==> src/rtl/mssb_rr_arbiter.sv <==
// Round-robin, lock-holding arbiter: one registered one-hot grant, picked by a
// most-significant-set-bit finder over the rotation-masked (then full) request vector.

module mssb_idx #(
   parameter int N  = 8,
   parameter int IW = $clog2(N)
) (
   input  logic [N-1:0]  vec,
   output logic [IW-1:0] idx,
   output logic          valid
);

   // Later iterations override earlier ones, so the highest set bit wins.
   always_comb begin
      idx = '0;
      for (int i = 0; i < N; i++) begin
         if (vec[i]) idx = IW'(i);
      end
   end

   assign valid = |vec;

endmodule

module mssb_rr_arbiter #(
   parameter int N_REQ   = 8,
   parameter int MAXHOLD = 4
) (
   input  logic                     i_clk,
   input  logic                     i_arst_n,
   input  logic [N_REQ-1:0]         i_req,
   output logic [N_REQ-1:0]         o_gnt,
   output logic [$clog2(N_REQ)-1:0] o_gntIdx,
   output logic                     o_gntValid,
   output logic                     o_preempt
);

   localparam int IW = $clog2(N_REQ);
   localparam int HW = (MAXHOLD > 0) ? $clog2(MAXHOLD + 1) : 1;
   localparam logic [HW-1:0] HOLD_LAST = HW'((MAXHOLD > 0) ? MAXHOLD - 1 : 0);

   typedef enum logic {IDLE, BUSY} state_t;

   state_t           state_reg, state_next;
   logic [N_REQ-1:0] gnt_reg, gnt_next;
   logic [IW-1:0]    idx_reg, idx_next;
   logic             valid_reg, valid_next;
   logic             preempt_reg, preempt_next;
   logic [HW-1:0]    hold_reg, hold_next;
   logic [N_REQ-1:0] mask_reg, mask_next;

   logic [N_REQ-1:0] cand;
   logic [N_REQ-1:0] masked;
   logic [N_REQ-1:0] pick_vec;
   logic [N_REQ-1:0] pick_onehot;
   logic [IW-1:0]    pick_idx;
   logic             pick_valid;
   logic             holder_req;
   logic             take;

   // The current holder is never a candidate: on release its request is already
   // low, on preemption it must be excluded, and in IDLE gnt_reg is zero.
   assign cand        = i_req & ~gnt_reg;
   assign masked      = cand & mask_reg;
   assign pick_vec    = (|masked) ? masked : cand;
   assign pick_onehot = N_REQ'(1) << pick_idx;
   assign holder_req  = |(i_req & gnt_reg);

   mssb_idx #(.N(N_REQ), .IW(IW)) u_mssb (
      .vec   (pick_vec),
      .idx   (pick_idx),
      .valid (pick_valid)
   );

   always_comb begin
      state_next   = state_reg;
      gnt_next     = gnt_reg;
      idx_next     = idx_reg;
      valid_next   = valid_reg;
      preempt_next = 1'b0;
      hold_next    = hold_reg;
      mask_next    = mask_reg;
      take         = 1'b0;

      case (state_reg)
         IDLE: begin
            if (pick_valid) begin
               take       = 1'b1;
               state_next = BUSY;
            end
         end
         BUSY: begin
            if (!holder_req) begin
               if (pick_valid) begin
                  take = 1'b1;
               end else begin
                  gnt_next   = '0;
                  idx_next   = '0;
                  valid_next = 1'b0;
                  hold_next  = '0;
                  state_next = IDLE;
               end
            end else if ((MAXHOLD != 0) && (hold_reg == HOLD_LAST)) begin
               // A sole holder at the limit simply restarts its count.
               hold_next = '0;
               if (pick_valid) begin
                  take         = 1'b1;
                  preempt_next = 1'b1;
               end
            end else if (MAXHOLD != 0) begin
               hold_next = hold_reg + HW'(1);
            end
         end
         default: state_next = IDLE;
      endcase

      if (take) begin
         gnt_next   = pick_onehot;
         idx_next   = pick_idx;
         valid_next = 1'b1;
         hold_next  = '0;
         mask_next  = pick_onehot - N_REQ'(1);
      end
   end

   always_ff @(posedge i_clk or negedge i_arst_n) begin
      if (!i_arst_n) begin
         state_reg   <= IDLE;
         gnt_reg     <= '0;
         idx_reg     <= '0;
         valid_reg   <= 1'b0;
         preempt_reg <= 1'b0;
         hold_reg    <= '0;
         mask_reg    <= '1;
      end else begin
         state_reg   <= state_next;
         gnt_reg     <= gnt_next;
         idx_reg     <= idx_next;
         valid_reg   <= valid_next;
         preempt_reg <= preempt_next;
         hold_reg    <= hold_next;
         mask_reg    <= mask_next;
      end
   end

   assign o_gnt      = gnt_reg;
   assign o_gntIdx   = idx_reg;
   assign o_gntValid = valid_reg;
   assign o_preempt  = preempt_reg;

endmodule
==> config.mk <==
export PLATFORM = sky130hd
export DESIGN_NAME = mssb_rr_arbiter
export DESIGN_NICKNAME = d
export VERILOG_FILES = /design/src/rtl/mssb_rr_arbiter.sv
export SDC_FILE = /design/constraint.sdc
export NUM_CORES = 1
export LEC_CHECK = 0
export ABC_AREA = 1
export CAP_MARGIN = 40
export CORE_MARGIN = 2
export CORE_UTILIZATION = 29
export DETAILED_ROUTE_END_ITERATION = 7
export PLACE_DENSITY = 0.44
export SLEW_MARGIN = 10
export SYNTH_ARGS = -nofsm -noshare
export SYNTH_HDL_FRONTEND = slang
export SYNTH_SLANG_ARGS = --single-unit
==> constraint.sdc <==
create_clock -name i_clk -period 2.3 [get_ports i_clk]
set_input_delay 0.23 -clock i_clk [delete_from_list [all_inputs] [get_ports i_clk]]
set_output_delay 0.23 -clock i_clk [all_outputs]
set_load 0.005 [all_outputs]
Word level (Yosys, flattened, before mapping)
Cells that the tools add are included.

word-level totals
  input port bits = 10
  output and inout bits = 13
  bits in registers = 25

cells by class
  $add $sub $neg = 2
  bitwise operators = 5
  shift operators = 1
  eq/ne operators = 4
  reductions and logical operators = 6
  mux-type cells = 32

operators by type and width
  kind                                                                      count
  8-bit 2-to-1 mux                                                          5
  3-bit 2-to-1 mux                                                          12
  8-bit AND                                                                 3
  8-bit OR reduction                                                        3
  1-bit 2-to-1 mux                                                          11
  8-bit inverter                                                            1
  1-bit by 3-bit left shift with 8-bit output (first input constant)        1
  8-bit by 1-bit subtractor with 8-bit output (second input constant)       1
  2-bit 2-to-1 mux                                                          2
  2-bit by 1-bit inequality test with 1-bit output (second input constant)  2
  1-bit one-hot mux with 2 select lines                                     2
  3-bit by 1-bit adder with 3-bit output (second input constant)            1
  3-bit by 2-bit == test with 1-bit output (second input constant)          1
  3-bit by 1-bit inequality test with 1-bit output (second input constant)  1
  3-bit AND reduction                                                       1
  2-bit AND reduction                                                       1
  2-bit nonzero test                                                        1
  1-bit inverter                                                            1

Longest topological paths before layout
Gate-level depths: netlist of the first run.

  depth in word-level cells = 14
  mapped depth = 20
  depth with buffers taken out = 20

Hierarchy
Synthesis of the first run repeated with hierarchy kept, for this count alone.

second synthesis, totals
  cell total of the unflattened synthesis = 217
  area, all modules = 1,574.0 sq um

modules (own cells, without submodules)
  module           cells each  times used  area each (sq um)  sequential area each (sq um)
  mssb_rr_arbiter  197         1           1,496.4            635.6
  mssb_idx         20          1           77.6               0.0

Worst setup path after synthesis of the first run
Ideal clock, no wire load.

  kind = reg2reg
  from = reg gnt_reg[0] (netlist: o_gnt[0])
  to = reg mask_reg[4]
  stages on the path, launching flop included = 20
  required time = 2.233 ns
  library setup time = 0.067 ns
  path slack = 0.195 ns
  period minus slack after synthesis = 2.105 ns
  arrival = 2.038 ns
  buffers on the path = 0
  cells stage by stage = dfrtp_1 inv_2 nand3_1 nand2_1 nor2_4 nand2_4 o21ai_1 inv_1 nand2_1 a21oi_1 o21ai_2 inv_1 nand2_1 ha_1 nand2_1 inv_1 nand2_1 nand2_1 nor2_1 nor2_1

on the way
  cells in the longest elaborated chain, start to end = 14
  elaborated cells between the ends (all ways) = 21
  classes of those cells = add/sub (1); shift (1); mux (12); bitwise (4); reduce/logical (3)

RTL lines
  what                                         line  RTL
  from (decl)                                  45    logic [N_REQ-1:0] gnt_reg, gnt_next;
  from (signal assigned)                       137   gnt_reg <= gnt_next;
  8-bit inverter                               63    assign cand = i_req & ~gnt_reg;
  8-bit AND                                    63
  8-bit AND                                    64    assign masked = cand & mask_reg;
  8-bit OR reduction                           65    assign pick_vec = (|masked) ? masked : cand;
  8-bit 2-to-1 mux                             65
  1-bit 2-to-1 mux                             17    if (vec[i]) idx = IW'(i);
  2-bit 2-to-1 mux (2 in a row)                17
  3-bit 2-to-1 mux (4 in a row)                17
  1-bit by 3-bit left shift with 8-bit output  66    assign pick_onehot = N_REQ'(1) << pick_idx;
  8-bit by 1-bit subtractor with 8-bit output  122   mask_next = pick_onehot - N_REQ'(1);
  to (signal assigned)                         142   mask_reg <= mask_next;
  to (decl)                                    50    logic [N_REQ-1:0] mask_reg, mask_next;

Parallel ways exist; a longest one is shown, timed or not.
A chain may end at the register's enable or synchronous reset.

Worst setup path in the final report of the first run
  from = reg gnt_reg[4] (netlist: o_gnt[4])
  to = reg mask_reg[4]

Same word-level chain as after synthesis.

==> results.md, run 1 <==
- Die Y: 75.7 um
- Vias in the first global route: 1460
- Setup CP Type: reg2reg
- I/O pin count: 23
- Hold Fails Final Rpt: 0
- Crit-path max FO: 5
- Layout Skew: 1.75 ps
- Max-cap violations: 0
- Synth Register Bits: 25
- Drt via density: 4.50
- Max VDD drop: 686 uV
- Cell Area, Placed: 0.00207 mm2
- Hpwl dp: 3.26 mm
- Top layer used by detailed routing: met4
- Arrival @ worst endpoint: 2450 ps
- Pre-Repair DR Iteration Count: 4
- Worst endpoint required time: 2510 ps
- Reg clk slew, reported paths: 90 ps
- Net Count, Synth: 196
- Worst rel slew slack: 0.765
- Total congestion overflow: 0
- GP Congestion: 0.831
- I/O Buffers: 22
- Num CTS Buffers: 3
- Synth Cell Area: 0.00149 mm2
- Fillers: 508
- Diodes inserted: 0
- Worst Setup End Kind: flop
- Worst hold path class: in2async
- CTS Root Cell: clkbuf_8
- F_max: 447 MHz
- Row cnt: 26
- Fraction of layout cells with a size suffix above 1: 0.502
- Clk_lat worst skew: 270 ps
- Largest area contributor in the netlist: dfrtp_1
- Die area: 0.00573 mm2
- Drc violations: 0
- GRT Util Overall: 0.160
- Via count: 1463
- Starting density of the core: 0.296
- Fin crit period: 2240 ps
- H-tree depth: 1
- Hold Slack: 316 ps
- Final #Nets: 268
- Status: completed
- Routed Antenna Nets: 0
- First-pass GRT wire length: 6.80 mm
- Commonest cells after routing, fill and taps aside: 42 x buf_4, 29 x nand2_1, 22 x clkdlybuf4s50_1
- Top cell type's share of synthesized area: 0.285
- Period utilization: 0.973
- Post-synthesis average cell area: 8.10 um2
- CTS Buffer Depth: 2
- Register area share after synthesis: 0.427
- Drt wl/cell: 13.3 um
- WL met1: 2.06 mm
- Largest net degree at the start of global routing: 26
- Gate Count Post-Synth: 184
- Post-CTS Hold Buffers: 0
- Initial antenna violation count: 0
- Post-synth cell types: 31
- Core Box Area: 0.00504 mm2
- Routed length on met2: 2.03 mm
- Synth Warn #: 0
- Critical-path cell list: inv_2 > nand3_2 > nand2_2 > nor2_4 > nand2_4 > o21ai_4 > inv_2 > nand2_2 > a21oi_4 > o21ai_4 > nand2_2 > ha_4 > nand2_2 > inv_2 > nand2_2 > nand2_2 > nor2_2 > nor2_1
- Final wirelength: 4.32 mm
- Most common cell on crit path: nand2_2
- Synthesis-to-layout area growth: 60.7%
- TritonCTS clock tree: yes
- RSZ-0062 raised after global routing: yes
- CP Launch Type: flop
- Placed Instances: 311
- Final non-filler cell total: 325
- First DRT Iteration DRCs: 47
- Leakage power: 1.12 nW
- Area contributors post-synth: dfrtp_1 29%, dfstp_2 14%, nand2_1 10%, inv_1 5.0%, nand3_1 5.0%
- Routed wl met3: 84 um
- Slowest Stage Delay on Critical Path: 400 ps
- Die W: 75.7 um
- Final Max Slew Viols: 0
- Final Cell Area: 0.00239 mm2
- Commonest non-fill, non-tap cell in the layout: buf_4
- CP max stage cell: dfrtp_1
- Final setup fails: 0
- Worst-Margin Slew: 352 ps
- Clock net sink count: 25
- Power Dens Cells: 1680 mW/mm2
[synthesized netlist by cell type (all sizes together)]
| library cell | n |
|---|---|
| a21boi | 1 |
| a21oi | 4 |
| a221oi | 2 |
| a22o | 1 |
| a31oi | 1 |
| buf | 2 |
| dfrtp | 17 |
| dfstp | 8 |
| ha | 2 |
| inv | 33 |
| nand2 | 48 |
| nand3 | 19 |
| nand4 | 4 |
| nor2 | 18 |
| nor3 | 2 |
| o21ai | 15 |
| o22ai | 7 |
[path summary, 6_finish.rpt]
check                       startpoint          end  slack (ps)  depth (start not counted)
max in group asynchronous     i_arst_n  mask_reg[0]        1680                          2
min in group i_clk         mask_reg[7]  mask_reg[7]         460                          2
setup reg to reg              o_gnt[4]  mask_reg[4]          60                         18
setup / recovery              o_gnt[4]  mask_reg[4]          60                         18
hold reg to reg            mask_reg[7]  mask_reg[7]         460                          2
hold / removal                i_arst_n  o_gntIdx[1]         320                          2
[through the flow]
| stage | power [mW] | utilization | setup slack [ps] | setup TNS [ps] |
|---|---|---|---|---|
| 6_report | 4.02 | 0.475 | 61.9 | 0 |
| 5_1_grt | 4.35 | 0.475 | -109 | -300 |
| 4_1_cts | 3.48 | 0.426 | 3.75 | 0 |
| 3_5_place_dp | 3.13 | 0.411 | -320 | -3420 |
| 3_3_place_gp | 3.11 | 0.411 | -292 | -3180 |
| 2_1_floorplan | 2.09 | - | 195 | 0 |
[report_power, final]
part	internal (mW)	switching [mW]	total, mW
logic	1.39	1.58	2.97
clock network	0.124	0.146	0.270
registers	0.655	0.125	0.781
[critical path: cells and delay by family, from the launching register on]
family	cells	cell delay, ps
AOI/OAI and AO/OA	3	460
adders and majority gates	1	170
DFF	1	400
and+or+nand+nor	11	950
buffers and inverters	3	160
[cell families (layout without fill, tap and decap cells)]
logic type      Yosys count  after routing  share of synthesized area
compound gates           31             31                      0.147
fa+ha+maj                 2              2                     0.0168
buf+inv                  35            106                     0.0957
flops                    25             25                      0.427
simple gates             91             91                      0.314
[area by class of cell]
class                           instances  area [um2]  area share
Tap cell                               70        87.6      0.0366
Timing Repair Buffer                   69         592       0.247
Clock buffer                            4        45.0      0.0188
Inverter                               33         131      0.0549
Multi-Input combinational cell        124         903       0.377
Sequential cell                        25         636       0.265
[metal layers]
layer,global-route usage,vias to the layer above
met5,0,-
met2,0.259,23
met4,0.0682,0
li1,-,740
met1,0.210,687
met3,0.0291,13
[what timing repair did]
| action | in CTS | in global routing |
|---|---|---|
| setup endpoints to repair | 1 | 5 |
| resized for setup | 10 | 46 |
| pin swaps | 0 | 21 |
| buffers inserted | 0 | 11 |
(Power assumes the default switching activity.)
==> run 2, diff against run 1 <==
==> constraint.sdc (replaced) <==
create_clock -name i_clk -period 2.8 [get_ports i_clk]
set_input_delay 0.28 -clock i_clk [delete_from_list [all_inputs] [get_ports i_clk]]
set_output_delay 0.28 -clock i_clk [all_outputs]
set_load 0.005 [all_outputs]
==> results.md, run 2 (same netlist as run 1, synthesis figures left out) <==
- Cell Area, Placed: 0.00181 mm2 (-13%)
- Routed Antenna Nets: 0 (unchanged)
- F_max: 415 MHz
- Final Cell Area: 0.00186 mm2 (-22%)
- Vias in the first global route: 1275 (-13%)
- Core Box Area: 0.00504 mm2 (unchanged)
- I/O pin count: 23 (unchanged)
- Worst hold path class: in2async
- GP Congestion: 0.823 (-1.0%)
- Clock net sink count: 25 (unchanged)
- Total congestion overflow: 0 (unchanged)
- CTS Root Cell: clkbuf_8
- Period utilization: 0.860
- Pre-Repair DR Iteration Count: 4 (unchanged)
- Worst-Margin Slew: 335 ps (-17.0 ps)
- Drc violations: 0 (unchanged)
- GRT Util Overall: 0.138 (-0.0222)
- Commonest non-fill, non-tap cell in the layout: nand2_1
- Via count: 1283 (-12%)
- Initial antenna violation count: 0 (unchanged)
- Max VDD drop: 521 uV (-24%)
- Starting density of the core: 0.296 (unchanged)
- Multi-input logic area: 712 um2 (-21%)
- Hold Fails Final Rpt: 0 (unchanged)
- Final setup fails: 0 (unchanged)
- Fin crit period: 2410 ps
- Fraction of layout cells with a size suffix above 1: 0.236 (-0.266)
- Diodes inserted: 0 (unchanged)
- Die Y: 75.7 um (unchanged)
- Num CTS Buffers: 3 (unchanged)
- H-tree depth: 1 (unchanged)
- Clk_lat worst skew: 270 ps (about the same)
- Reg clk slew, reported paths: 100 ps (about the same)
- Max-cap violations: 0 (unchanged)
- Worst endpoint required time: 3020 ps (+510 ps)
- Fin Setup TNS: 0 ps (unchanged)
- Worst Setup End Kind: flop
- First-pass GRT wire length: 5.89 mm (-13%)
- Commonest cells after routing, fill and taps aside: 41 x nand2_1, 22 x clkdlybuf4s50_1, 20 x inv_1
- Worst rel slew slack: 0.777 (+0.0113)
- Largest net degree at the start of global routing: 26 (unchanged)
- Drt via density: 4.55 (+1.1%)
- I/O Buffers: 22 (unchanged)
- Final Max Slew Viols: 0 (unchanged)
- Final #Nets: 225 (-16%)
- Post-CTS Hold Buffers: 0 (unchanged)
- Critical path launch point: i_req[6]
- Leakage power: 0.872 nW (-22%)
- Status: completed
- Post-CTS Setup Bufs: 0 (unchanged)
- Die area: 0.00573 mm2 (unchanged)
- First DRT Iteration DRCs: 59 (+26%)
- Final wirelength: 3.63 mm (-16%)
- Setup CP Type: in2reg
- Hpwl dp: 2.81 mm (-14%)
- Cts repair resizes: 0 (-10)
- Synthesis-to-layout area growth: 24.7%
- Fillers: 520 (+2.4%)
- RSZ-0062 raised after global routing: no
- Sequential Area: 636 um2 (unchanged)
- Critical R2R Launch: mask_reg[7]
- Crit-path max FO: 5 (unchanged)
- Layout Skew: 14.5 ps (+12.7 ps)
- Arrival @ worst endpoint: 2630 ps (+180 ps)
- Drt wl/cell: 12.9 um (-3.2%)
- CP Launch Type: input pin
- CTS Buffer Depth: 2 (unchanged)
- Die W: 75.7 um (unchanged)
- TritonCTS clock tree: yes
- Row cnt: 26 (unchanged)
- Power Dens Cells: 1280 mW/mm2 (-24%)
==> run 2: routing by layer <==
metal / wire (um) / track usage / share of wire / vias to the layer above
li1: - / - / - / 652
met1: 1790 / 0.193 / 0.49 / 605
met2: 1680 / 0.215 / 0.46 / 22
met3: 105 / 0.0212 / 0.029 / 4
met4: 50 / 0.0526 / 0.014 / 0
met5: 0 / 0 / 0 / -
==> run 2: per-stage QoR <==
step / total power [mW] / utilization / setup slack, ps / hold slack (ps) / cells
3_3_place_gp: 2.19 / 0.359 / 168 / 447 / 278
4_1_cts: 2.41 / 0.368 / 390 / 364 / 282
2_1_floorplan: 1.72 / - / 695 / -15.6 / 184
5_1_grt: 2.63 / 0.368 / 142 / 402 / 282
3_5_place_dp: 2.18 / 0.359 / 105 / 452 / 278
6_report: 2.38 / 0.368 / 392 / 359 / 282
==> run 2: area by class of cell <==
class	count	area share
Tap cell	70	0.0471
Inverter	33	0.0680
Clock buffer	3	0.0222
Sequential cell	25	0.342
Clock inverter	1	0.00269
Multi-Input combinational cell	124	0.383
Timing Repair Buffer	26	0.135
==> run 2: final timing paths <==
| kind | cells past startpoint | slack [ps] | endpoint |
|---|---|---|---|
| max | 18 | 390 | mask_reg[4] |
| min | 2 | 360 | o_gntValid |
| max reg2reg | 18 | 440 | mask_reg[4] |
| min reg2reg | 2 | 470 | mask_reg[7] |
| max in group asynchronous | 2 | 2130 | mask_reg[1] |
| min in group i_clk | 2 | 470 | mask_reg[7] |
==> run 2: worst max-delay path, cell delays in order <==
cell	delay [ps]
clkdlybuf4s50_1	480
nand3_4	130
nand2_2	60
nor2_4	180
nand2_4	100
o21ai_1	130
inv_1	70
a21oi_1	220
o21ai_2	100
inv_1	120
nand2_1	90
ha_1	220
nand2_1	100
inv_1	50
nand2_1	60
nand2_1	50
nor2_1	110
nor2_1	50
==> run 2: where the power goes <==
group / switching [mW] / total [mW] / internal, mW
Sequential: 0.0944 / 0.632 / 0.538
Combinational: 0.952 / 1.53 / 0.578
Clock: 0.119 / 0.219 / 0.0996
Total: 1.17 / 2.38 / 1.22
